==> config.mk <==
export PLATFORM = sky130hd
export DESIGN_NAME = spi_adc_seq
export DESIGN_NICKNAME = d
export VERILOG_FILES = /design/src/rtl/spi_adc_seq.sv
export SDC_FILE = /design/constraint.sdc
export NUM_CORES = 1
export LEC_CHECK = 0
export ABC_AREA = 0
export CAP_MARGIN = 20
export CORE_UTILIZATION = 53
export CTS_CLUSTER_SIZE = 10
export DETAILED_ROUTE_END_ITERATION = 10
export PLACE_DENSITY_LB_ADDON = 0.12
export SLEW_MARGIN = 20
export SYNTH_ARGS = -nofsm -noshare
export SYNTH_HDL_FRONTEND = slang
export SYNTH_SLANG_ARGS = --single-unit
==> constraint.sdc <==
create_clock -name clk -period 4.9 [get_ports clk]
set_input_delay 0.735 -clock clk [delete_from_list [all_inputs] [get_ports clk]]
set_output_delay 0.735 -clock clk [all_outputs]
set_load 0.02 [all_outputs]
==> src/rtl/spi_adc_seq.sv <==
// Frame sequencer for the SPI ADC capture path.
// Drives cs_n, sclk and the shift-register enable window (stp_en), then
// latches the finished word from the external shift register and pulses
// sample_valid for one clock. Supports single-shot and continuous framing.
//
// Handshake: start/cont are level inputs sampled on the rising clk edge while
// the sequencer is IDLE (cont is also sampled on the last HOLD cycle);
// sample_valid is a one-cycle strobe with no back-pressure, and sample stays
// stable until the next strobe.
module spi_adc_seq #(
    parameter int ADC_WIDTH  = 8,
    parameter int FRAME_BITS = 16,
    parameter int LEAD_BITS  = 3,
    parameter int CLK_DIV    = 4,
    parameter int QUIET_CYC  = 2
) (
    input  logic                 clk,
    input  logic                 n_rst,
    input  logic                 start,
    input  logic                 cont,
    input  logic [ADC_WIDTH-1:0] cur_vd,
    output logic                 sclk,
    output logic                 cs_n,
    output logic                 stp_en,
    output logic                 busy,
    output logic [ADC_WIDTH-1:0] sample,
    output logic                 sample_valid
);

    // One counter serves both the sclk half-period and the quiet gap.
    localparam int CMAX = (CLK_DIV > QUIET_CYC) ? CLK_DIV : QUIET_CYC;
    localparam int DW   = (CMAX > 1) ? $clog2(CMAX) : 1;
    localparam int BW   = $clog2(FRAME_BITS + 1);

    localparam logic [DW-1:0] DIV_LAST   = DW'(CLK_DIV - 1);
    localparam logic [DW-1:0] QUIET_LAST = DW'(QUIET_CYC - 1);
    localparam logic [DW-1:0] CNT_ONE    = DW'(1);
    localparam logic [BW-1:0] BIT_LAST   = BW'(FRAME_BITS);
    localparam logic [BW-1:0] BIT_ONE    = BW'(1);
    // bit_cnt value at the rising edge just before a falling edge inside the window
    localparam logic [BW-1:0] WIN_LO     = BW'(LEAD_BITS);
    localparam logic [BW-1:0] WIN_HI     = BW'(LEAD_BITS + ADC_WIDTH - 1);
    // With no leading zeros the very first falling edge carries data
    localparam logic          STP_AT_T   = (LEAD_BITS == 0);

    typedef enum logic [1:0] {
        IDLE  = 2'd0,
        SETUP = 2'd1,
        SHIFT = 2'd2,
        HOLD  = 2'd3
    } state_t;

    state_t                 state, state_nx;
    logic [DW-1:0]          cnt, cnt_nx;
    logic [BW-1:0]          bit_cnt, bit_nx;
    logic                   sclk_nx, stp_nx, valid_nx;
    logic [ADC_WIDTH-1:0]   sample_nx;

    // State and registered outputs; reset forces idle pin levels at once.
    always_ff @(posedge clk or negedge n_rst) begin
        if (!n_rst) begin
            state        <= IDLE;
            cnt          <= '0;
            bit_cnt      <= '0;
            sclk         <= 1'b1;
            stp_en       <= 1'b0;
            sample       <= '0;
            sample_valid <= 1'b0;
        end else begin
            state        <= state_nx;
            cnt          <= cnt_nx;
            bit_cnt      <= bit_nx;
            sclk         <= sclk_nx;
            stp_en       <= stp_nx;
            sample       <= sample_nx;
            sample_valid <= valid_nx;
        end
    end

    // Next-state logic: sclk toggles every CLK_DIV cycles in SHIFT, stp_en
    // only moves on rising edges so it is stable across every falling edge.
    always_comb begin
        state_nx  = state;
        cnt_nx    = cnt + CNT_ONE;
        bit_nx    = bit_cnt;
        sclk_nx   = sclk;
        stp_nx    = stp_en;
        valid_nx  = 1'b0;
        sample_nx = sample;
        case (state)
            IDLE: begin
                cnt_nx = '0;
                if (start || cont) begin
                    state_nx = SETUP;
                    bit_nx   = '0;
                    stp_nx   = STP_AT_T;
                end
            end
            SETUP: begin
                if (cnt == DIV_LAST) begin
                    state_nx = SHIFT;
                    cnt_nx   = '0;
                    sclk_nx  = 1'b0;
                    bit_nx   = BIT_ONE;
                end
            end
            SHIFT: begin
                if (cnt == DIV_LAST) begin
                    cnt_nx = '0;
                    if (sclk) begin
                        sclk_nx = 1'b0;
                        bit_nx  = bit_cnt + BIT_ONE;
                    end else begin
                        sclk_nx = 1'b1;
                        if (bit_cnt == BIT_LAST) begin
                            state_nx  = HOLD;
                            stp_nx    = 1'b0;
                            sample_nx = cur_vd;
                            valid_nx  = 1'b1;
                        end else begin
                            stp_nx = (bit_cnt >= WIN_LO) && (bit_cnt <= WIN_HI);
                        end
                    end
                end
            end
            HOLD: begin
                if (cnt == QUIET_LAST) begin
                    cnt_nx = '0;
                    if (cont) begin
                        state_nx = SETUP;
                        bit_nx   = '0;
                        stp_nx   = STP_AT_T;
                    end else begin
                        state_nx = IDLE;
                    end
                end
            end
            default: state_nx = IDLE;
        endcase
    end

    // Chip select is released in IDLE and during the quiet gap.
    assign cs_n = (state == IDLE) || (state == HOLD);
    assign busy = (state != IDLE);

endmodule

Yosys cells after proc, flatten, opt, wreduce, memory -nomap -nowiden
Index checks and enable logic that the tools add are counted.
{ "totals": {"input_bits": 12, "elab_cells": 72, "reg_bits": 20} }
{ "classes": {"reduce_logical": 13, "mux": 33, "n_lt_le_gt_ge": 2, "n_bitwise": 1, "n_eq_ne": 14, "n_addsub": 2} }
{ "ops": {"columns": ["operator", "count"], "rows": [
  ["5-bit two-way mux", 6],
  ["5-bit one-hot mux with 4 select lines", 1],
  ["6-bit AND reduction", 3],
  ["2-bit two-way mux", 8],
  ["2-bit != test (second input constant)", 8],
  ["1-bit two-way mux", 14],
  ["2-bit one-hot mux with 4 select lines", 1],
  ["2-bit equality test (second input constant)", 3],
  ["2-bit one-hot mux with 3 select lines", 1],
  ["5-bit by 1-bit adder with 5-bit output (second input constant)", 1],
  ["5-bit equality test (second input constant)", 1],
  ["5-bit by 2-bit greater-or-equal comparator with 1-bit output (second input constant)", 1],
  ["5-bit by 4-bit less-or-equal comparator with 1-bit output (second input constant)", 1],
  ["2-bit by 1-bit equality test with 1-bit output (second input constant)", 2],
  ["4-bit AND reduction", 1],
  ["2-bit nonzero test", 2],
  ["1-bit one-hot mux with 3 select lines", 1],
  ["3-bit AND reduction", 1],
  ["3-bit nonzero test", 1],
  ["2-bit by 1-bit adder with 2-bit output (second input constant)", 1],
  ["2-bit logical NOT", 1],
  ["1-bit logical OR", 2],
  ["1-bit one-hot mux with 2 select lines", 1],
  ["2-bit OR reduction", 1],
  ["2 further kinds", 2]
]} }

Logic depth before layout (Yosys ltp)
Gate-level depths: netlist (run 1).
{ "logic_depth": {"word_depth": 6, "mapped_depth": 7, "mapped_depth_nobuf": 6} }

Worst setup path after synthesis (run 1)
Ideal clock, no wire load.
{ "synth_path": {"kind": "input -> register", "start": "input cont", "end": "register bit_cnt[1]", "path_buffers": 1, "arrival_time_ps": 1669, "t_required_ps": 4780, "cell_stages": 5, "slack_ps": 3111, "cell_sequence": "nor3b_1 a21oi_1 and2_1 buf_2 a31o_2"} }
{ "synth_via": {"elab_chain_len": 3, "word_cells_on_any_way": 4, "classes_between": "eq/ne (2); reduce/logical (2)"} }
{ "synth_lines": {"columns": ["item", "line_no", "rtl"], "rows": [
  ["start: declaration", "20", "input logic cont,"],
  ["1-bit logical OR", "93", "if (start || cont) begin"],
  ["2-bit != test (no line)", null, null],
  ["6-bit AND reduction (no line) *", null, null],
  ["end signal: assignment", "72", "bit_cnt <= bit_nx;"],
  ["end: declaration", "55", "logic [BW-1:0] bit_cnt, bit_nx;"]
]} }
Mark *: on every way between the ends. The rest lies on a longest branch, timed or not.
A chain may end at the register's enable or synchronous reset.

Worst setup path in the final report (run 1)
{ "layout_path": {"start": "register state[0]", "end": "output cs_n"} }
{ "layout_via": {"elab_chain_len": 2, "word_cells_on_any_way": 3, "classes_between": "eq/ne (1); reduce/logical (2)"} }
{ "layout_lines": {"columns": ["item", "line_no", "rtl"], "rows": [
  ["start: declaration", "53", "state_t state, state_nx;"],
  ["start signal: assignment", "70", "state <= state_nx;"],
  ["2-bit equality test or 2-bit logical NOT (tied branches)", "143", "assign cs_n = (state == IDLE) || (state == HOLD);"],
  ["1-bit logical OR *", "143", null],
  ["end: declaration", "23", "output logic cs_n,"]
]} }
Marked as above.

==> results of run 1 <==
-- routing by layer --
layer	part of all wire, %	GRT usage, %	vias to the layer above
li1	-	-	432
met5	0	0	-
met1	44	26.17	416
met2	51	37.07	22
met3	3.0	4.444	7
met4	1.8	10.00	0
-- power breakdown --
| part | leakage [nW] | internal (mW) | switching [mW] |
|---|---|---|---|
| combinational | 0.383 | 0.142 | 0.195 |
| clock | 0.0279 | 0.0827 | 0.0543 |
| sequential | 0.269 | 0.194 | 0.0292 |
| total | 0.679 | 0.418 | 0.279 |
-- registers in the layout (all words and copies together) (netlist names) --
register,flops
bit_cnt,5
state,2
sclk,1
stp_en,1
sample,8
cnt,2
sample_valid,1
-- worst register-to-register path: stages (launching register included) --
cell	delay, ps
sky130_fd_sc_hd__dfrtp_1	460
sky130_fd_sc_hd__inv_1	150
sky130_fd_sc_hd__ha_1	330
sky130_fd_sc_hd__inv_2	120
sky130_fd_sc_hd__nor3_4	420
sky130_fd_sc_hd__mux2_2	390
-- logic make-up after synthesis --
family	synth area share [%]
AOI/OAI and AO/OA	11.50
adders and majority gates	13.27
buffers and inverters	4.424
DFF	44.36
muxes	10.73
and+or+nand+nor	15.71
-- final timing paths --
| path | start | to | slack, ps | cells past startpoint |
|---|---|---|---|---|
| worst min-delay path | cnt[0] | cnt[0] | 510 | 1 |
| worst max-delay path | state[0] | cs_n | 2190 | 4 |
| worst max register to register | state[0] | sample[7] | 2920 | 5 |
| min in group asynchronous | n_rst | bit_cnt[4] | 910 | 1 |
| max in group asynchronous | n_rst | cnt[0] | 3460 | 1 |
| worst min register to register | cnt[0] | cnt[0] | 510 | 1 |
-- area by class of cell --
| cell class | count | area, um2 | area share [%] |
|---|---|---|---|
| clock buffer | 3 | 22.52 | 1.550 |
| clock inverter | 1 | 30.03 | 2.067 |
| inverter | 12 | 45.04 | 3.101 |
| multi-input combinational | 76 | 579.3 | 39.88 |
| sequential | 20 | 501.7 | 34.54 |
| tap | 27 | 33.78 | 2.326 |
| timing repair buffer | 24 | 240.2 | 16.54 |
-- layout by cell type (no fill, tap or decap), types with 4 or more instances in the layout --
master and n:
sky130_fd_sc_hd__a21oi_1 6, sky130_fd_sc_hd__clkdlybuf4s50_1 24, sky130_fd_sc_hd__dfrtp_1 19, sky130_fd_sc_hd__ha_1 12, sky130_fd_sc_hd__inv_1 11, sky130_fd_sc_hd__mux2_2 9
sky130_fd_sc_hd__nand2_1 9, sky130_fd_sc_hd__nor2_1 5, sky130_fd_sc_hd__nor2b_1 4, sky130_fd_sc_hd__o21ai_0 4
-- per-stage QoR --
stage               power, mW  instances  utilization, %
floorplan              0.4643        109               -
global placement       0.5504        159           70.64
detailed placement     0.5603        159           70.64
CTS                    0.7011        163           73.30
global route           0.7517        163           73.30
finish                 0.6967        163           73.30
==> impl_metrics.csv, run 1 <==
group,metric,value,unit
clocking,cts.repair.resized,0,
setup_path,worst_setup_path_start_kind,"flip-flop",
logic_synthesis,yosysUniqueCellTypes,28,
setup_path,critPathKind,"flip-flop to primary output",
setup_path,critPathBufInv,3,
placed_design,buffers_added_on_ports,24,
timing,slew_viol_final,0,
floorplanning,die_height,48.20,um
logic_synthesis,yosysSeqAreaShare,44.36,%
setup_path,worst_ep_required_time,4160,ps
pwr,power_density,479.6,nW/um2
cells_and_area,syn2layout_area_growth,28.43,%
drt,dr.pass1.iters,4,
floorplanning,die-width,48.20,um
pwr,worst_ir_drop_vdd,0.4671,mV
placed_design,placed_area,1400,um2
setup_path,critical_path.endpoint_type,"primary output",
timing,slew_headroom,41.87,%
timing,final.hold.worst_slack,510.0,ps
timing,fin_tns_setup,0,ps
clocking,numClockSinks,20,
clocking,cts_inserted_buffers,3,
cells_and_area,final.fill_count,142,
clocking,clockRootBuffer,"sky130_fd_sc_hd__clkbuf_4",
placed_design,dp_worst_slack,2561,ps
drt,initialDrtViolationCount,17,
timing,clock-skew-final,3.074,ps
setup_path,cp_slowest_stage_delay,600,ps
timing,timing.fmax,0.3684,GHz
global_routing,global_route.overflow_total,0,
cells_and_area,final_net_count,161,
setup_path,cpMaxStageDelayCell,"sky130_fd_sc_hd__clkdlybuf4s50_1",
drt,vias_per_cell,5.380,
setup_path,worst_ep_arrival_time,1980,ps
global_routing,grt_pass1_wl,3381,um
floorplanning,design.portCount,25,
global_routing,pin_count_of_the_biggest_net_entering_global_routing,21,
clocking,ctsHoldBuffers,0,
timing,finalCritPeriodShare,55.39,%
logic_synthesis,synth.net_count,133,
floorplanning,rows,16,
logic_synthesis,synth.area.top_cells,"sky130_fd_sc_hd__dfrtp_1, sky130_fd_sc_hd__ha_1, sky130_fd_sc_hd__mux2_2",
setup_path,critical_path.top_delay_family,"buffers and inverters",
global_routing,gr-usage-all-layers,21.73,%
drt,detailroute.via_count,877,
placed_design,detailedPlacementHpwl,1643,um
logic_synthesis,yosys_top_cell_by_area,"sky130_fd_sc_hd__dfrtp_1",
clocking,htree_num_levels,1,
clocking,worst_skew_pair.late_latency,310,ps
drt,drt.antenna.violating_nets,0,
clocking,clk_transition_reported_paths,120,ps
cells_and_area,finish.instance_area,1453,um2
drt,post_drt_wl_per_cell,13.21,um
setup_path,path_max_fanout,6,
timing,finalWorstSetupSlack,2186,ps
pwr,leakagePower,0.6790,nW
timing,setup_violations,0,
logic_synthesis,synth_top_area_share,42.04,%
logic_synthesis,synth_top_flop_cell,"sky130_fd_sc_hd__dfrtp_1",
logic_synthesis,synth_area_per_cell,10.38,um2
timing,final_hold_viol_count,0,
timing,tightestPinTransition,869.2,ps
floorplanning,design.die.area,2323,um2
timing,unrepaired_setup_endpoints_after_global_routing,"no",
floorplanning,core,1982,um2
drt,post-route-drc-count,0,
global_routing,grt_pass1_vias,821,
logic_synthesis,mapped_cell_area,1131,um2
clocking,tritoncts_clock_tree,"yes",
job,drv.max_cap_violation_count,0,
logic_synthesis,yosysMostFrequentCell,"sky130_fd_sc_hd__dfrtp_1",
clocking,post-cts-setup-buffers,0,
placed_design,globalplace.congestion,0.9356,
clocking,clk_path_buf_depth,2,
logic_synthesis,number_of_register_bits_inferred_by_synthesis,20,
logic_synthesis,yosys-top-cells-count,"sky130_fd_sc_hd__dfrtp_1, sky130_fd_sc_hd__ha_1, sky130_fd_sc_hd__inv_1",
logic_synthesis,async_reset_ff_share,100.0,%
logic_synthesis,netlist_instances,109,
logic_synthesis,synth-edff-count,0,
logic_synthesis,ys_warn_count,0,
global_routing,antenna_found_initial,0,
cells_and_area,final_layout_size_suffix_gt1_share,13.24,%
drt,detail_route.wirelength,2154,um
setup_path,timing.critical_path.cells,"inv_1 > ha_1 > inv_1 > clkdlybuf4s50_1",
floorplanning,start_util,57.07,%
outcome,status,"finished clean",
min_path,hold_class,"flip-flop to flip-flop",
cells_and_area,diodes,0,
setup_path,most_numerous_cell_on_the_critical_path,"sky130_fd_sc_hd__inv_1",
timing,timing.final.crit_period,2714,ps
Note: power is estimated with default switching activity, not from simulation.
==> run 2: changes to the inputs <==
CORE_UTILIZATION = 44   (was 53)
clock period = 2.4 ns   (was 4.9 ns; I/O delays follow)
==> run 2 against run 1 <==
Via count is 1.7% higher. Sequential share of layout area up 0.18 points. First-iteration DRC count rose by 35%.
==> impl_metrics.csv, run 2 (synthesis gave the netlist of run 1 again) <==
group,metric,value,unit
min_path,hold_class,"primary input to async pin",
global_routing,grt_pass1_wl,3615,um
floorplanning,design.die.area,2777,um2
setup_path,worst_ep_arrival_time,1890,ps
setup_path,ff2ff_path_depth,5,
clocking,cts_inserted_buffers,3,
drt,initialDrtViolationCount,23,
global_routing,global_route.overflow_total,0,
setup_path,worst_setup_path_start_kind,"flip-flop",
cells_and_area,layout.core_utilization,59.02,%
setup_path,cpMaxStageDelayCell,"sky130_fd_sc_hd__clkdlybuf4s50_1",
setup_path,regToRegStartpoint,"state[0]",
setup_path,regToRegEndpoint,"sample[6]",
placed_design,dp_worst_slack,433.2,ps
floorplanning,die_height,52.70,um
cells_and_area,layout.cells.most_common,"sky130_fd_sc_hd__clkdlybuf4s50_1",
clocking,clk_path_buf_depth,2,
timing,slew_headroom,66.74,%
clocking,clk_transition_reported_paths,120,ps
timing,finalWorstSetupSlack,152.7,ps
floorplanning,start_util,46.08,%
clocking,clockRootBuffer,"sky130_fd_sc_hd__clkbuf_4",
cells_and_area,diodes,0,
timing,clock-skew-final,3.686,ps
timing,fin_tns_setup,0,ps
cells_and_area,biggestRegsByFlops,"sample: 8 flops, bit_cnt: 5 flops",
timing,finalCritPeriodShare,93.64,%
drt,post_drt_wl_per_cell,12.65,um
global_routing,grt_pass1_vias,875,
cells_and_area,finish.instance_area,1449,um2
setup_path,cp_slowest_stage_delay,600,ps
cells_and_area,layout_common_cells,"sky130_fd_sc_hd__clkdlybuf4s50_1, sky130_fd_sc_hd__dfrtp_1, sky130_fd_sc_hd__ha_1",
global_routing,antenna_found_initial,0,
floorplanning,design.portCount,25,
timing,timing.fmax,0.4450,GHz
job,drv.max_cap_violation_count,0,
floorplanning,rows,18,
setup_path,reg2reg_slack,470,ps
cells_and_area,multiInputGateArea,579.3,um2
clocking,tritoncts_clock_tree,"yes",
setup_path,critPathLaunch,"state[1]",
setup_path,critPathBufInv,3,
placed_design,globalplace.congestion,0.8193,
timing,timing.final.crit_period,2247,ps
timing,tightestPinTransition,497.3,ps
clocking,ctsHoldBuffers,0,
timing,slew_viol_final,0,
timing,final_hold_viol_count,0,
pwr,worst_ir_drop_vdd,0.7986,mV
pwr,power_density,924.2,nW/um2
placed_design,buffers_added_on_ports,24,
cells_and_area,final_net_count,162,
placed_design,detailedPlacementHpwl,1690,um
cells_and_area,largest_register_ff_count,8,
cells_and_area,syn2layout_area_growth,28.10,%
timing,setup_violations,0,
drt,vias_per_cell,5.341,
drt,dr.pass1.iters,4,
cells_and_area,final_layout_size_suffix_gt1_share,14.60,%
clocking,htree_num_levels,1,
floorplanning,die-width,52.70,um
timing,unrepaired_setup_endpoints_after_global_routing,"no",
setup_path,timing.critical_path.cells,"inv_1 > ha_1 > inv_1 > clkdlybuf4s50_1",
clocking,numClockSinks,20,
drt,detail_route.wirelength,2113,um
global_routing,pin_count_of_the_biggest_net_entering_global_routing,12,
setup_path,path_max_fanout,6,
setup_path,critical_path.top_delay_family,"buffers and inverters",
floorplanning,core,2455,um2
setup_path,critical_path.endpoint_type,"primary output",
drt,detailroute.via_count,892,
drt,drt.antenna.violating_nets,0,
drt,post-route-drc-count,0,
cells_and_area,final.fill_count,222,
pwr,leakagePower,0.6759,nW
clocking,post-cts-setup-buffers,0,
clocking,worst_skew_pair.late_latency,290,ps
cells_and_area,seqCellArea,503.0,um2
setup_path,worst_ep_required_time,2040,ps
placed_design,placed_area,1411,um2
outcome,status,"finished clean",
setup_path,critPathKind,"flip-flop to primary output",
setup_path,most_numerous_cell_on_the_critical_path,"sky130_fd_sc_hd__inv_1",
global_routing,gr-usage-all-layers,17.79,%
cells_and_area,registers.top_by_ff_count,"sample",
run 2: cell types whose count changed in the layout (fill, tap and decap cells not counted), sizes merged:
cell and change:
buf +1, bufinv -1, clkbuf +1
run 2: worst reg2reg max path: stages, from the launching register on:
cell                      delay [ps]
sky130_fd_sc_hd__dfrtp_2         460
sky130_fd_sc_hd__inv_1           130
sky130_fd_sc_hd__ha_1            310
sky130_fd_sc_hd__inv_2           120
sky130_fd_sc_hd__nor3_4          420
sky130_fd_sc_hd__mux2_2          390
run 2: worst max path at each step:
stage | to | slack [ps] | cells past startpoint
after CTS | cs_n | 90 | 4
after detailed placement | cs_n | 430 | 4
final | cs_n | 150 | 4
after global placement | cs_n | 480 | 4
after floorplan | bit_cnt[1] | 660 | 7
after global routing | cs_n | 40 | 4
run 2: metal layers:
metal,vias up,global-route usage (%),wire (um)
met5,-,0,0
met4,0,6.140,34
met3,4,3.478,64
met2,21,30.17,1063
met1,434,22.28,950
li1,433,-,-
run 2: final cells by class:
class                   instances  area share (%)
well taps                      30           2.591
clock buffers                   4           2.504
flip-flops and latches         20           34.71
multi-input cells              76           39.98
repair buffers                 25           17.10
inverters                      12           3.109
run 2: timing repair:
action                                 CTS  global route
gates resized for setup                  0             1
endpoints found under the hold margin    0             0
setup endpoints to repair                0             1
run 2: per-stage QoR:
step	hold WS, ps	power [mW]	cells
2_1_floorplan	64.41	0.9479	109
3_3_place_gp	487.6	1.136	163
3_5_place_dp	496.5	1.147	163
4_1_cts	391.3	1.349	167
5_1_grt	418.7	1.449	167
6_report	384.8	1.339	167
run 2: power by group:
group / internal, mW / switching [mW] / total [mW]
Clock: 0.0924 / 0.103 / 0.196
Sequential: 0.397 / 0.0567 / 0.454
Combinational: 0.293 / 0.397 / 0.690
Total: 0.782 / 0.557 / 1.34
==> run 3: changes to the inputs <==
ABC_AREA = 1   (was 0)
CORE_UTILIZATION = 46   (was 44)
RECOVER_POWER = 25   (was not set)
==> run 3 against run 2 <==
Combinational power is 14% higher. Power is 14% higher. Core utilization is 3.1 points higher. Synthesized cell count is 45% higher. Fmax is 3.5% higher. Sequential cell count stayed put. Clock skew is 5.5 ps higher. Setup slack better by 75 ps. Non-clock buffer count stayed put. Via count is 22% higher. Largest cell class unchanged. Largest power group unchanged. Highest routed layer unchanged.
==> impl_metrics.csv, run 3 <==
group,metric,value,unit
outcome,status,"finished clean",
global_routing,pin_count_of_the_biggest_net_entering_global_routing,21,
pwr,p_seq_share,29.7,%
min_path,hold_class,"flip-flop to flip-flop",
floorplanning,design.portCount,25,
drt,drt.antenna.violating_nets,0,
cells_and_area,diodes,0,
clocking,worst_skew_pair.late_latency,300,ps
cells_and_area,final_net_count,210,
placed_design,dpl.cell_count,211,
clocking,clk_path_buf_depth,2,
pwr,leakagePower,0.7511,nW
pwr,power.share.switching,43.86,%
clocking,numClockSinks,20,
floorplanning,rows,18,
setup_path,critical_path.endpoint_type,"primary output",
min_path,worst_hold_startpoint,"sample[2]",
pwr,p_total,1.522,mW
timing,fin_tns_setup,0,ps
global_routing,grt_pass1_wl,4043,um
setup_path,critPathLaunch,"state[0]",
placed_design,placed_area,1533,um2
drt,initialDrtViolationCount,34,
timing,tightestPinTransition,1104,ps
cells_and_area,multiInputGateArea,665.6,um2
cells_and_area,final_layout_size_suffix_gt1_share,9.730,%
cells_and_area,largest_register_ff_count,8,
floorplanning,design.die.area,2961,um2
setup_path,worst_setup_path_start_kind,"flip-flop",
setup_path,timing.critical_path.cells,"inv_1 > ha_1 > inv_1 > clkdlybuf4s50_1",
logic_synthesis,yosysUniqueCellTypes,25,
setup_path,critPathKind,"flip-flop to primary output",
timing,final.hold.worst_slack,491.4,ps
clocking,cts.repair.resized,1,
drt,vias_per_cell,5.042,
cells_and_area,layout_common_cells,"sky130_fd_sc_hd__nand2_1, sky130_fd_sc_hd__clkdlybuf4s50_1, sky130_fd_sc_hd__dfrtp_1",
drt,post-route-drc-count,0,
timing,setup_violations,0,
setup_path,critPathBufInv,3,
floorplanning,start_util,49.66,%
logic_synthesis,async_reset_ff_share,100.0,%
logic_synthesis,yosys_top_cell_by_area,"sky130_fd_sc_hd__dfrtp_1",
logic_synthesis,number_of_register_bits_inferred_by_synthesis,20,
global_routing,antenna_found_initial,0,
timing,clock-skew-final,9.202,ps
timing,timing.final.crit_period,2172,ps
cells_and_area,finish.cell_count_without_fillers,215,
timing,finalCritPeriodShare,90.50,%
clocking,ctsHoldBuffers,0,
setup_path,regToRegStartpoint,"state[0]",
logic_synthesis,synth_area_per_cell,7.998,um2
setup_path,worst_ep_arrival_time,1810,ps
setup_path,path_max_fanout,6,
cells_and_area,layout.cells.most_common,"sky130_fd_sc_hd__nand2_1",
cells_and_area,syn2layout_area_growth,25.05,%
global_routing,grt_pass1_vias,922,
clocking,htree_num_levels,1,
placed_design,globalplace.congestion,0.8259,
clocking,clockRootBuffer,"sky130_fd_sc_hd__clkbuf_4",
clocking,clk_transition_reported_paths,130,ps
timing,slew_viol_final,0,
floorplanning,die_height,54.42,um
clocking,post-cts-setup-buffers,0,
placed_design,detailedPlacementHpwl,2019,um
timing,timing.fmax,0.4604,GHz
placed_design,buffers_added_on_ports,24,
cells_and_area,registers.top_by_ff_count,"sample",
clocking,cts_inserted_buffers,3,
floorplanning,die-width,54.42,um
setup_path,most_numerous_cell_on_the_critical_path,"sky130_fd_sc_hd__inv_1",
setup_path,cpMaxStageDelayCell,"sky130_fd_sc_hd__clkdlybuf4s50_1",
pwr,power_density,962.8,nW/um2
drt,detail_route.wirelength,2596,um
cells_and_area,layout.core_utilization,62.09,%
logic_synthesis,synth-edff-count,0,
logic_synthesis,yosysSeqAreaShare,39.70,%
timing,final_hold_viol_count,0,
drt,dr.pass1.iters,4,
pwr,clock_power_share,18.4,%
cells_and_area,finish.instance_area,1580,um2
timing,finalWorstSetupSlack,228.1,ps
floorplanning,core,2545,um2
pwr,worst_ir_drop_vdd,0.6795,mV
setup_path,cp_slowest_stage_delay,590,ps
cells_and_area,final.fill_count,222,
logic_synthesis,synth.net_count,182,
logic_synthesis,ys_warn_count,0,
setup_path,critical_path.top_delay_family,"buffers and inverters",
logic_synthesis,synth.area.top_cells,"sky130_fd_sc_hd__dfrtp_1, sky130_fd_sc_hd__nand2_1, sky130_fd_sc_hd__ha_1",
cells_and_area,seqCellArea,501.7,um2
placed_design,dp_worst_slack,348.8,ps
logic_synthesis,synth_top_flop_cell,"sky130_fd_sc_hd__dfrtp_1",
cells_and_area,biggestRegsByFlops,"sample: 8 flops, bit_cnt: 5 flops",
job,drv.max_cap_violation_count,0,
global_routing,global_route.overflow_total,0,
setup_path,worst_ep_required_time,2040,ps
timing,unrepaired_setup_endpoints_after_global_routing,"no",
logic_synthesis,yosysMostFrequentCell,"sky130_fd_sc_hd__nand2_1",
drt,post_drt_wl_per_cell,12.07,um
timing,slew_headroom,26.42,%
logic_synthesis,netlist_instances,158,
clocking,tritoncts_clock_tree,"yes",
drt,detailroute.via_count,1084,
logic_synthesis,mapped_cell_area,1264,um2
global_routing,gr-usage-all-layers,19.37,%
logic_synthesis,yosys-top-cells-count,"sky130_fd_sc_hd__nand2_1, sky130_fd_sc_hd__dfrtp_1, sky130_fd_sc_hd__inv_1",
pwr,p_comb_share,52.0,%
pwr,net-switching-power,0.6673,mW
pwr,power.internal,0.8542,mW
logic_synthesis,synth_top_area_share,37.62,%
## run 3: tightest hold or removal path: stages (launching register included)
cell,delay [ps]
sky130_fd_sc_hd__dfrtp_1,360
sky130_fd_sc_hd__nand2_1,50
sky130_fd_sc_hd__nand2_1,50
## run 3: path summary, 6_finish.rpt
path                           endpoint  slack, ps  cells past startpoint
max                                busy        230                      4
min                           sample[2]        490                      2
max reg2reg                   sample[4]        580                      8
min reg2reg                   sample[2]        490                      2
max in group asynchronous    bit_cnt[2]        980                      2
min in group asynchronous  sample_valid        770                      2
## run 3: logic make-up after synthesis
logic type      synth area share, %
flops                         39.70
buf+inv                       7.623
fa+ha+maj                     11.88
compound gates                5.248
simple gates                  35.54
## run 3: layout make-up
type                    count  area share (%)
flip-flops and latches     20           31.75
inverters                  20           5.067
multi-input cells         116           42.12
clock buffers               3           1.425
repair buffers             25           15.36
clock inverters             1           1.900
well taps                  30           2.375
## run 3: per-layer routing
metal	vias up	GRT usage [%]	part of all wire, %
met3	2	4.167	4.0
met2	31	32.93	49
met4	0	5.128	0.62
li1	547	-	-
met5	-	0	0
met1	504	24.66	46
## run 3: power by group through the flow
stage               logic (mW)  clock network (mW)  registers (mW)
finish                   0.790               0.280           0.451
CTS                      0.792               0.286           0.452
detailed placement       0.802                   0           0.459
global placement         0.773                   0           0.451
global route             0.880               0.295           0.459
floorplan                0.585                   0           0.453
